### src/rtl/apm_meas_ctrl_if.sv
// Valid/ready result channel between apm_meas_ctrl (master) and the
// telemetry register block (slave).
interface apm_meas_ctrl_if #(
  parameter int CNT_W = 16
);
  logic             res_valid;
  logic             res_ready;
  logic [CNT_W-1:0] res_count;
  logic             res_ovf;
  logic [3:0]       res_vdac;
  logic             res_last;

  modport master (
    output res_valid,
    output res_count,
    output res_ovf,
    output res_vdac,
    output res_last,
    input  res_ready
  );

  modport slave (
    input  res_valid,
    input  res_count,
    input  res_ovf,
    input  res_vdac,
    input  res_last,
    output res_ready
  );
endinterface

### src/rtl/apm_meas_ctrl.sv
// APM measurement controller: settles the sensor, counts oscillator edges over a
// fixed window and hands the count upstream. `APM_MEAS_CTRL_SWEEP_EN adds a VDAC sweep.
module apm_meas_ctrl #(
  parameter int SETTLE_CYC = 64,
  parameter int WIN_CYC    = 1024,
  parameter int CNT_W      = 16
) (
  input  logic                   clk,
  input  logic                   rst_b,
  input  logic                   start,
  input  logic                   abort,
  input  logic                   cfg_cal,
  input  logic                   cfg_step,
  input  logic                   cfg_osc_sel,
  input  logic [1:0]             cfg_xtor_sel,
  input  logic [3:0]             cfg_mux_sel,
  input  logic [3:0]             cfg_vdac_sel,
  output logic                   busy,
  apm_meas_ctrl_if.master        res,
  output logic                   apm_en_sensor,
  output logic                   apm_en_osc,
  output logic                   apm_en_cal,
  output logic                   apm_en_step,
  output logic                   apm_osc_sel,
  output logic [1:0]             apm_xtor_sel,
  output logic [3:0]             apm_mux_sel,
  output logic [3:0]             apm_vdac_sel,
  input  logic                   apm_osc_out
);

  typedef enum logic [1:0] {
    IDLE   = 2'd0,
    SETTLE = 2'd1,
    MEAS   = 2'd2,
    REPORT = 2'd3
  } state_t;

  localparam int MAX_CYC = (SETTLE_CYC > WIN_CYC) ? SETTLE_CYC : WIN_CYC;
  localparam int CYC_W   = $clog2(MAX_CYC + 1);

  localparam logic [CYC_W-1:0] SETTLE_END = CYC_W'(SETTLE_CYC - 1);
  localparam logic [CYC_W-1:0] WIN_END    = CYC_W'(WIN_CYC - 1);
  localparam logic [CYC_W-1:0] CYC_ONE    = CYC_W'(1);
  localparam logic [CNT_W-1:0] CNT_SAT    = '1;
  localparam logic [CNT_W-1:0] CNT_ONE    = CNT_W'(1);
  localparam logic [CNT_W-1:0] CNT_PRE    = CNT_SAT - CNT_ONE;

  state_t           state;
  state_t           state_next;
  logic             armed;
  logic [CYC_W-1:0] cyc;
  logic             cal_q;
  logic             step_q;
  logic             osc_sel_q;
  logic [1:0]       xtor_q;
  logic [3:0]       mux_q;
  logic [3:0]       vdac_q;
  logic             osc_meta;
  logic             osc_sync;
  logic             osc_prev;
  logic [CNT_W-1:0] count;
  logic             ovf;

  logic accept;
  logic osc_rise;
  logic settle_done;
  logic win_done;
  logic last_code;

  // A request is taken one cycle before SETTLE so the cfg registers are
  // already stable on the APM selects when the sensor enable rises.
  assign accept      = (state == IDLE) && !armed && start && !abort;
  assign osc_rise    = osc_sync && !osc_prev;
  assign settle_done = (cyc == SETTLE_END);
  assign win_done    = (cyc == WIN_END);
  assign last_code   = (vdac_q == 4'hF);

  always_ff @(posedge clk) begin
    if (!rst_b) begin
      state <= IDLE;
    end else begin
      state <= state_next;
    end
  end

  always_comb begin
    state_next = state;
    if (abort) begin
      state_next = IDLE;
    end else begin
      case (state)
        IDLE: begin
          if (armed) begin
            state_next = SETTLE;
          end
        end
        SETTLE: begin
          if (settle_done) begin
            state_next = MEAS;
          end
        end
        MEAS: begin
          if (win_done) begin
            state_next = REPORT;
          end
        end
        REPORT: begin
          if (res.res_ready) begin
`ifdef APM_MEAS_CTRL_SWEEP_EN
            state_next = last_code ? IDLE : SETTLE;
`else
            state_next = IDLE;
`endif
          end
        end
        default: state_next = IDLE;
      endcase
    end
  end

  always_comb begin
    busy          = (state != IDLE);
    apm_en_sensor = 1'b0;
    apm_en_osc    = 1'b0;
    apm_en_cal    = 1'b0;
    apm_en_step   = 1'b0;
    res.res_valid = 1'b0;
    case (state)
      SETTLE: begin
        apm_en_sensor = 1'b1;
        apm_en_cal    = cal_q;
        apm_en_step   = step_q;
      end
      MEAS: begin
        apm_en_sensor = 1'b1;
        apm_en_osc    = 1'b1;
        apm_en_cal    = cal_q;
        apm_en_step   = step_q;
      end
      REPORT: begin
        apm_en_sensor = 1'b1;
        apm_en_cal    = cal_q;
        apm_en_step   = step_q;
        res.res_valid = 1'b1;
      end
      default: begin
        busy = 1'b0;
      end
    endcase
`ifdef APM_MEAS_CTRL_SWEEP_EN
    res.res_last = res.res_valid && last_code;
`else
    res.res_last = res.res_valid;
`endif
  end

  always_ff @(posedge clk) begin
    if (!rst_b) begin
      armed     <= 1'b0;
      cyc       <= '0;
      cal_q     <= 1'b0;
      step_q    <= 1'b0;
      osc_sel_q <= 1'b0;
      xtor_q    <= '0;
      mux_q     <= '0;
      vdac_q    <= '0;
    end else begin
      armed <= accept;
      if (accept) begin
        cal_q     <= cfg_cal;
        step_q    <= cfg_step;
        osc_sel_q <= cfg_osc_sel;
        xtor_q    <= cfg_xtor_sel;
        mux_q     <= cfg_mux_sel;
        vdac_q    <= cfg_vdac_sel;
      end
`ifdef APM_MEAS_CTRL_SWEEP_EN
      if ((state == REPORT) && (state_next == SETTLE)) begin
        vdac_q <= vdac_q + 4'd1;
      end
`endif
      if (state_next != state) begin
        cyc <= '0;
      end else if ((state == SETTLE) || (state == MEAS)) begin
        cyc <= cyc + CYC_ONE;
      end
    end
  end

  // The oscillator is asynchronous; only the synchronized copy is edge-detected,
  // so edges still in flight when the window closes are simply lost.
  always_ff @(posedge clk) begin
    if (!rst_b) begin
      osc_meta <= 1'b0;
      osc_sync <= 1'b0;
      osc_prev <= 1'b0;
      count    <= '0;
      ovf      <= 1'b0;
    end else begin
      osc_meta <= apm_osc_out;
      osc_sync <= osc_meta;
      osc_prev <= osc_sync;
      if ((state != MEAS) && (state_next == MEAS)) begin
        count <= '0;
        ovf   <= 1'b0;
      end else if ((state == MEAS) && osc_rise) begin
        if (count != CNT_SAT) begin
          count <= count + CNT_ONE;
        end
        if (count >= CNT_PRE) begin
          ovf <= 1'b1;
        end
      end
    end
  end

  assign apm_osc_sel   = osc_sel_q;
  assign apm_xtor_sel  = xtor_q;
  assign apm_mux_sel   = mux_q;
  assign apm_vdac_sel  = vdac_q;
  assign res.res_count = count;
  assign res.res_ovf   = ovf;
  assign res.res_vdac  = vdac_q;

endmodule

### src/flat_wrapper.sv
// flat-port wrapper written by rule: the top's interface ports become plain ports
module apm_meas_ctrl_flat 
#(
  parameter int SETTLE_CYC = 64,
  parameter int WIN_CYC    = 1024,
  parameter int CNT_W      = 16
)
  (clk, rst_b, start, abort, cfg_cal, cfg_step, cfg_osc_sel, cfg_xtor_sel, cfg_mux_sel, cfg_vdac_sel, busy, apm_en_sensor, apm_en_osc, apm_en_cal, apm_en_step, apm_osc_sel, apm_xtor_sel, apm_mux_sel, apm_vdac_sel, apm_osc_out, res_res_valid, res_res_count, res_res_ovf, res_res_vdac, res_res_last, res_res_ready);
  apm_meas_ctrl_if #(.CNT_W(CNT_W)) res_i ();
  input  logic clk;
  input  logic rst_b;
  input  logic start;
  input  logic abort;
  input  logic cfg_cal;
  input  logic cfg_step;
  input  logic cfg_osc_sel;
  input  logic [1:0] cfg_xtor_sel;
  input  logic [3:0] cfg_mux_sel;
  input  logic [3:0] cfg_vdac_sel;
  output logic busy;
  output logic apm_en_sensor;
  output logic apm_en_osc;
  output logic apm_en_cal;
  output logic apm_en_step;
  output logic apm_osc_sel;
  output logic [1:0] apm_xtor_sel;
  output logic [3:0] apm_mux_sel;
  output logic [3:0] apm_vdac_sel;
  input  logic apm_osc_out;
  output wire logic [$bits(res_i.res_valid)-1:0] res_res_valid;
  output wire logic [$bits(res_i.res_count)-1:0] res_res_count;
  output wire logic [$bits(res_i.res_ovf)-1:0] res_res_ovf;
  output wire logic [$bits(res_i.res_vdac)-1:0] res_res_vdac;
  output wire logic [$bits(res_i.res_last)-1:0] res_res_last;
  input wire logic [$bits(res_i.res_ready)-1:0] res_res_ready;
  assign res_res_valid = res_i.res_valid;
  assign res_res_count = res_i.res_count;
  assign res_res_ovf = res_i.res_ovf;
  assign res_res_vdac = res_i.res_vdac;
  assign res_res_last = res_i.res_last;
  assign res_i.res_ready = res_res_ready;
  apm_meas_ctrl #(.SETTLE_CYC(SETTLE_CYC), .WIN_CYC(WIN_CYC), .CNT_W(CNT_W)) u_core (.clk(clk), .rst_b(rst_b), .start(start), .abort(abort), .cfg_cal(cfg_cal), .cfg_step(cfg_step), .cfg_osc_sel(cfg_osc_sel), .cfg_xtor_sel(cfg_xtor_sel), .cfg_mux_sel(cfg_mux_sel), .cfg_vdac_sel(cfg_vdac_sel), .busy(busy), .res(res_i), .apm_en_sensor(apm_en_sensor), .apm_en_osc(apm_en_osc), .apm_en_cal(apm_en_cal), .apm_en_step(apm_en_step), .apm_osc_sel(apm_osc_sel), .apm_xtor_sel(apm_xtor_sel), .apm_mux_sel(apm_mux_sel), .apm_vdac_sel(apm_vdac_sel), .apm_osc_out(apm_osc_out));
endmodule
### config.mk
export PLATFORM = sky130hd
export DESIGN_NAME = apm_meas_ctrl_flat
export DESIGN_NICKNAME = d
export VERILOG_FILES = /design/src/rtl/apm_meas_ctrl_if.sv /design/src/rtl/apm_meas_ctrl.sv /design/src/flat_wrapper.sv
export SDC_FILE = /design/constraint.sdc
export NUM_CORES = 1
export LEC_CHECK = 0
export CORE_MARGIN = 2
export CORE_UTILIZATION = 35
export DETAILED_ROUTE_END_ITERATION = 8
export HOLD_SLACK_MARGIN = 0.02
export SYNTH_ARGS = -nofsm -noshare
export SYNTH_HDL_FRONTEND = slang
export SYNTH_SLANG_ARGS = --single-unit
### constraint.sdc
create_clock -name clk -period 2.15 [get_ports clk]
set_clock_uncertainty 0.15 [all_clocks]
set_input_delay 0.5375 -clock clk [delete_from_list [all_inputs] [get_ports clk]]
set_output_delay 0.5375 -clock clk [all_outputs]
set_load 0.02 [all_outputs]
[Word-level counts from Yosys, hierarchy flattened]
Index checks and enable logic that the tools add are counted.
Word-level totals
  word-level logic and storage cells: 56
  output and inout bits: 39
  bits in registers: 47
  bits of input ports: 19
Cells by class
  equal/unequal tests: 9
  add/subtract/negate cells: 2
  bitwise gates (word level): 1
  reduce and logical (&&, ||, !) cells: 17
  $lt $le $gt $ge: 1
  mux-type cells: 12
Operators by type and width (count)
  16-bit by 1-bit adder with 16-bit output (second input constant): 1
  16-bit >= comparator (second input constant): 1
  16-bit inequality test (second input constant): 1
  11-bit by 1-bit adder with 11-bit output (second input constant): 1
  11-bit by 10-bit == test with 1-bit output (second input constant): 1
  11-bit by 6-bit == test with 1-bit output (second input constant): 1
  2-bit two-way mux: 5
  2-bit case mux with 4 select lines: 1
  2-bit == test (second input constant): 3
  1-bit logical AND: 6
  1-bit two-way mux: 6
  2-bit AND reduction: 2
  2-bit OR reduction: 2
  1-bit zero test: 3
  3-bit OR reduction: 1
  2-bit by 1-bit == test with 1-bit output (second input constant): 1
  2-bit zero test: 1
  2-bit inequality test: 1
  2-bit inequality test (second input constant): 1
  2-bit nonzero test: 1
  1-bit logical OR: 1
  1-bit inverter: 1

[Depth between registers and ports, before layout]
  depth after elaboration: 7
  mapped depth: 8
  gate-level depth less buffers: 7

[Least setup slack after synthesis]
Ideal clock, no wire load.
  path type: flip-flop to flip-flop
  from: reg u_core.state[0]
  to: reg u_core.count[14] (netlist: u_core.res.res_count[14])
  library setup time: 0.115 ns
  cell stages (with the launch flop): 8
  data required time: 1.885 ns
  path slack: -0.158 ns
  clock period less this slack: 2.308 ns
  arrival time: 2.043 ns
  buffers on the path: 0
  cell sequence: dfxtp_1 > inv_1 > ha_1 > nand3b_2 > or4_4 > nor4_1 > xnor2_1 > nor2_1
On the way
  word-level cells in the longest chain between the ends: 6
  elaborated cells between the ends (all ways): 16
  classes of those cells: eq/ne (5); mux (6); reduce/logical (5)
Ends and longest elaborated chain
  start, declared: RTL line apm_meas_ctrl.sv:48  | state_t state;
  start signal, assigned: RTL line apm_meas_ctrl.sv:82  | state <= state_next;
  2-bit == test, or another cell as far along: RTL line apm_meas_ctrl.sv:91  | case (state)
  2-bit case mux with 4 select lines: RTL line apm_meas_ctrl.sv:91
  2-bit two-way mux: RTL line apm_meas_ctrl.sv:88  | if (abort) begin
  2-bit == test: RTL line apm_meas_ctrl.sv:203  | if ((state != MEAS) && (state_next == MEAS)) begin
  1-bit logical AND: RTL line apm_meas_ctrl.sv:203
  2-bit OR reduction (no source line)
  end signal, assigned: RTL line apm_meas_ctrl.sv:208  | count <= count + CNT_ONE;
  end, declared: RTL line apm_meas_ctrl.sv:61  | logic [CNT_W-1:0] count;
Several ways; a longest one is shown, not always the timed one.
A chain may end at the register's enable or synchronous reset.

[Worst setup path after layout]
  from: reg u_core.cyc[1]
  to: reg u_core.cyc[0]
On the way
  word-level cells in the longest chain between the ends: 6
  elaborated cells between the ends (all ways): 8
  classes of those cells: eq/ne (3); mux (4); reduce/logical (1)
Ends and longest elaborated chain
  start, declared: RTL line apm_meas_ctrl.sv:51  | logic [CYC_W-1:0] cyc;
  start signal, assigned: RTL line apm_meas_ctrl.sv:185  | cyc <= cyc + CYC_ONE;
  11-bit by 10-bit == test with 1-bit output or 11-bit by 6-bit == test with 1-bit output (tied branches): RTL line apm_meas_ctrl.sv:75, apm_meas_ctrl.sv:74
  2-bit two-way mux (on tied branches): RTL line apm_meas_ctrl.sv:103, apm_meas_ctrl.sv:98
  2-bit case mux with 4 select lines (*): RTL line apm_meas_ctrl.sv:91
  2-bit two-way mux (*): RTL line apm_meas_ctrl.sv:88
  2-bit inequality test (*): RTL line apm_meas_ctrl.sv:182  | if (state_next != state) begin
  2-bit OR reduction (no source line) (*)
Mark *: on every way between the ends. The rest lies on a longest branch, timed or not.

==> reports/results.tsv <==
stage	metric	value	unit
status	outcome	complete, no violations	
layout	area_delta_synth_final	45.7	%
pwr	p_int	0.00136	W
pwr	clock_power_share	38.4	%
synth	avgSynthCellArea	8.65	sq um
place	hpwl	3.84	mm
worst_setup_path	arrival	2.13	ns
floorplan	initial_core_util	36.1	%
routing	viasPerCell	4.89	
sta	fmax	479	MHz
global_route	antenna_found_initial	0	
clocking	clock_latency	0.30	ns
worst_setup_path	crit_fanout	6	
sta	setup_viol	0	
worst_setup_path	critical_path_class	reg -> reg	
worst_setup_path	crit_required	2.19	ns
synth	synth_top_cell_by_area	dfxtp_1	
sta	holdWs	0.294	ns
floorplan	die-width	84.9	microns
clocking	clock-sinks	47	
synth	synth_area_leaders	dfxtp_1 (41%), nand2_1 (6.1%), nor2_1 (5.4%), xnor2_1 (4.6%), ha_1 (4.4%)	
pwr	swShare	22.0	%
clocking	path_clk_slew	0.08	ns
worst_setup_path	r2r-start	u_core.cyc[1]$_SDFFE_PP0P_	
synth	synth.most_common_cell	dfxtp_1	
place	place_congestion	0.842	
global_route	gr-total-overflow	0	
synth	ys_seq_area_share	41.1	%
hold_path	min_to	u_core.osc_sync$_SDFF_PN0_	
global_route	grt_max_degree	21	
worst_setup_path	cp-end-kind	flip-flop	
global_route	grt_pass1_wl	9.13	mm
pwr	p_seq_share	51.3	%
pwr	comb_power_share	10.3	%
routing	drc	0	
place	placed_cell_area	3130	sq um
synth	syn_inst	265	
routing	antenna_left	0	
synth	syn_area	2290	sq um
worst_setup_path	worstSetupStartpointType	flip-flop	
pwr	power.density	524	nW/um^2
synth	synth_ff_type	dfxtp_1	
clocking	h-tree-depth	2	
floorplan	core_area	6350	sq um
routing	first_iter_violations	63	
clocking	cts-buffers-inserted	5	
synth	synth-edff-count	0	
sta	slew_headroom	73.5	%
synth	post_synth_num_cell_types	43	
routing	vias	2062	
worst_setup_path	reg2reg_depth	7	
place	post-place-cells	412	
clocking	ctsLongestPathBuffers	2	
layout	fin_area	3340	sq um
global_route	track_usage	15.4	%
sta	worst_pin_slew	0.394	ns
clocking	root_buffer	clkbuf_8	
sta	final.setup.worst_slack	0.0644	ns
worst_setup_path	r2r-end	u_core.cyc[0]$_SDFFE_PP0P_	
hold_path	whs_path_depth	1	
clocking	cts_tree	yes	
clocking	cts_hold_buf	0	
layout	antenna_cells	0	
sta	hold_viol	0	
synth	yosysTopAreaCellShare	41.1	%
synth	async_flop_share	0	%
synth	synth_nets	292	
pwr	p_leak	1.23	nW
pwr	switchingPower	0.000384	W
layout	nNetsFinal	371	
synth	yosys_register_bits	47	
global_route	first_global_vias	2011	
place	io_buffers	57	
floorplan	rows	29	
routing	drt_first_pass_iters	4	
floorplan	die_y	84.9	microns
worst_setup_path	startpoint	u_core.cyc[1]$_SDFFE_PP0P_	
routing	wl_per_cell	12.7	microns
sta	slew_viol_final	0	
hold_path	holdCritPathClass	reg -> reg	
run	max_cap_violations	0	
layout	fin_cells	422	
synth	synth_common_cells	dfxtp_1 (47), nand2_1 (37), nor2_1 (33)	
layout	fin_util	52.6	%
worst_setup_path	rrSetupSlack	0.06	ns
layout	drive_above_1_share	18.3	%
floorplan	die_area	7210	sq um
floorplan	io_pins	58	
synth	ys.warnings.count	0	
sta	finalCritPeriodShare	97.0	%
routing	wl	5.35	mm
hold_path	holdCritStartpoint	u_core.osc_meta$_SDFF_PN0_	
pwr	vdd_drop_max	0.000295	V
place	place_ws	-0.128	ns
sta	fin_crit	2.09	ns
==> timing repair <==
item / in CTS / in global routing
gates resized for setup: 12 / 22
setup endpoints to repair: 10 / 33
cloned: 0 / 1
pin swaps: 0 / 4
setup buffers: 0 / 1
==> worst max-delay path, stage by stage (launching register included) <==
cell and delay (ns):
dfxtp_2 0.37, ha_4 0.14, nand4b_1 0.13, or3_4 0.36, o41a_1 0.42, o22ai_4 0.23
buf_6 0.15, nor2_1 0.04
==> sequential cells by signal (all words and copies together), names as in the netlist <==
signal and count:
u_core.apm_mux_sel 4, u_core.res.res_ovf 1, u_core.osc_meta 1, u_core.apm_vdac_sel 4
u_core.osc_sync 1, u_core.step_q 1, u_core.res.res_count 16, u_core.apm_osc_sel 1
u_core.osc_prev 1, u_core.apm_xtor_sel 2, u_core.armed 1, u_core.state 2
u_core.cal_q 1, u_core.cyc 11
==> placed cells by master, fill, tap and decap left out, drive strengths merged, types with 4 or more instances in the layout <==
cell type	n
a21boi	13
a21oi	4
and2	4
and3	5
buf	29
clkbuf	6
clkdlybuf4s50	50
dfxtp	47
dlygate4sd2	4
ha	8
inv	12
nand2	37
nand3	5
nand4	12
nor2	33
nor3	8
nor4	6
o21ai	5
xnor2	12
xor2	8
==> kinds of logic (layout without fill, tap and decap cells) <==
family / count (synthesis) / after routing / synth area share [%]
multiplexers: 3 / 3 / 1.31
XOR/XNOR: 20 / 20 / 7.65
adder cells (fa/ha/maj): 8 / 8 / 4.37
flip-flops: 47 / 47 / 41.1
AND/OR/NAND/NOR: 129 / 129 / 29.1
buffers and inverters: 25 / 105 / 5.30
AO/OA/AOI/OAI: 33 / 33 / 11.3
==> routing by layer <==
metal / global-route usage, % / vias up / part of all wire [%]
met5: 0 / - / 0
met4: 5.19 / 0 / 1.0
met3: 3.21 / 5 / 3.0
met2: 26.6 / 36 / 51
met1: 19.1 / 958 / 45
li1: - / 1063 / -
==> per-stage QoR <==
stage                     TNS (ns)  total power, W
final                            0         0.00175
after global routing       -0.0591         0.00182
after CTS                        0         0.00176
after detailed placement     -1.54         0.00109
after global placement       -1.29         0.00109
after floorplan           -0.00486        0.000993
==> how the worst max path moves through the flow <==
stage / cells after the start / slack [ns] / to
after floorplan: 7 / -0.002 / u_core.res.res_count[14]$_SDFFE_PP0P_
after global placement: 7 / -0.11 / u_core.cyc[1]$_SDFFE_PP0P_
after detailed placement: 7 / -0.13 / u_core.cyc[10]$_SDFFE_PP0P_
after CTS: 4 / 0.0005 / apm_en_step
after global routing: 7 / -0.02 / u_core.cyc[3]$_SDFFE_PP0P_
final: 7 / 0.06 / u_core.cyc[0]$_SDFFE_PP0P_
==> power groups by stage <==
stage	logic (W)	registers, W	clock network, W
3_5_place_dp	0.000171	0.000916	0
6_report	0.000181	0.000896	0.000671
3_3_place_gp	0.000170	0.000915	0
4_1_cts	0.000172	0.000896	0.000696
5_1_grt	0.000197	0.000899	0.000725
2_1_floorplan	0.0000659	0.000927	0
==> area by class of cell <==
class,count,area [sq um]
inverters,12,45.0
multi-input cells,193,1320
flip-flops and latches,47,945
well taps,77,96.3
clock inverters,2,35.0
fillers,591,3010
clock buffers,6,82.6
repair buffers,85,816
Power figures use the tool's default switching activity.
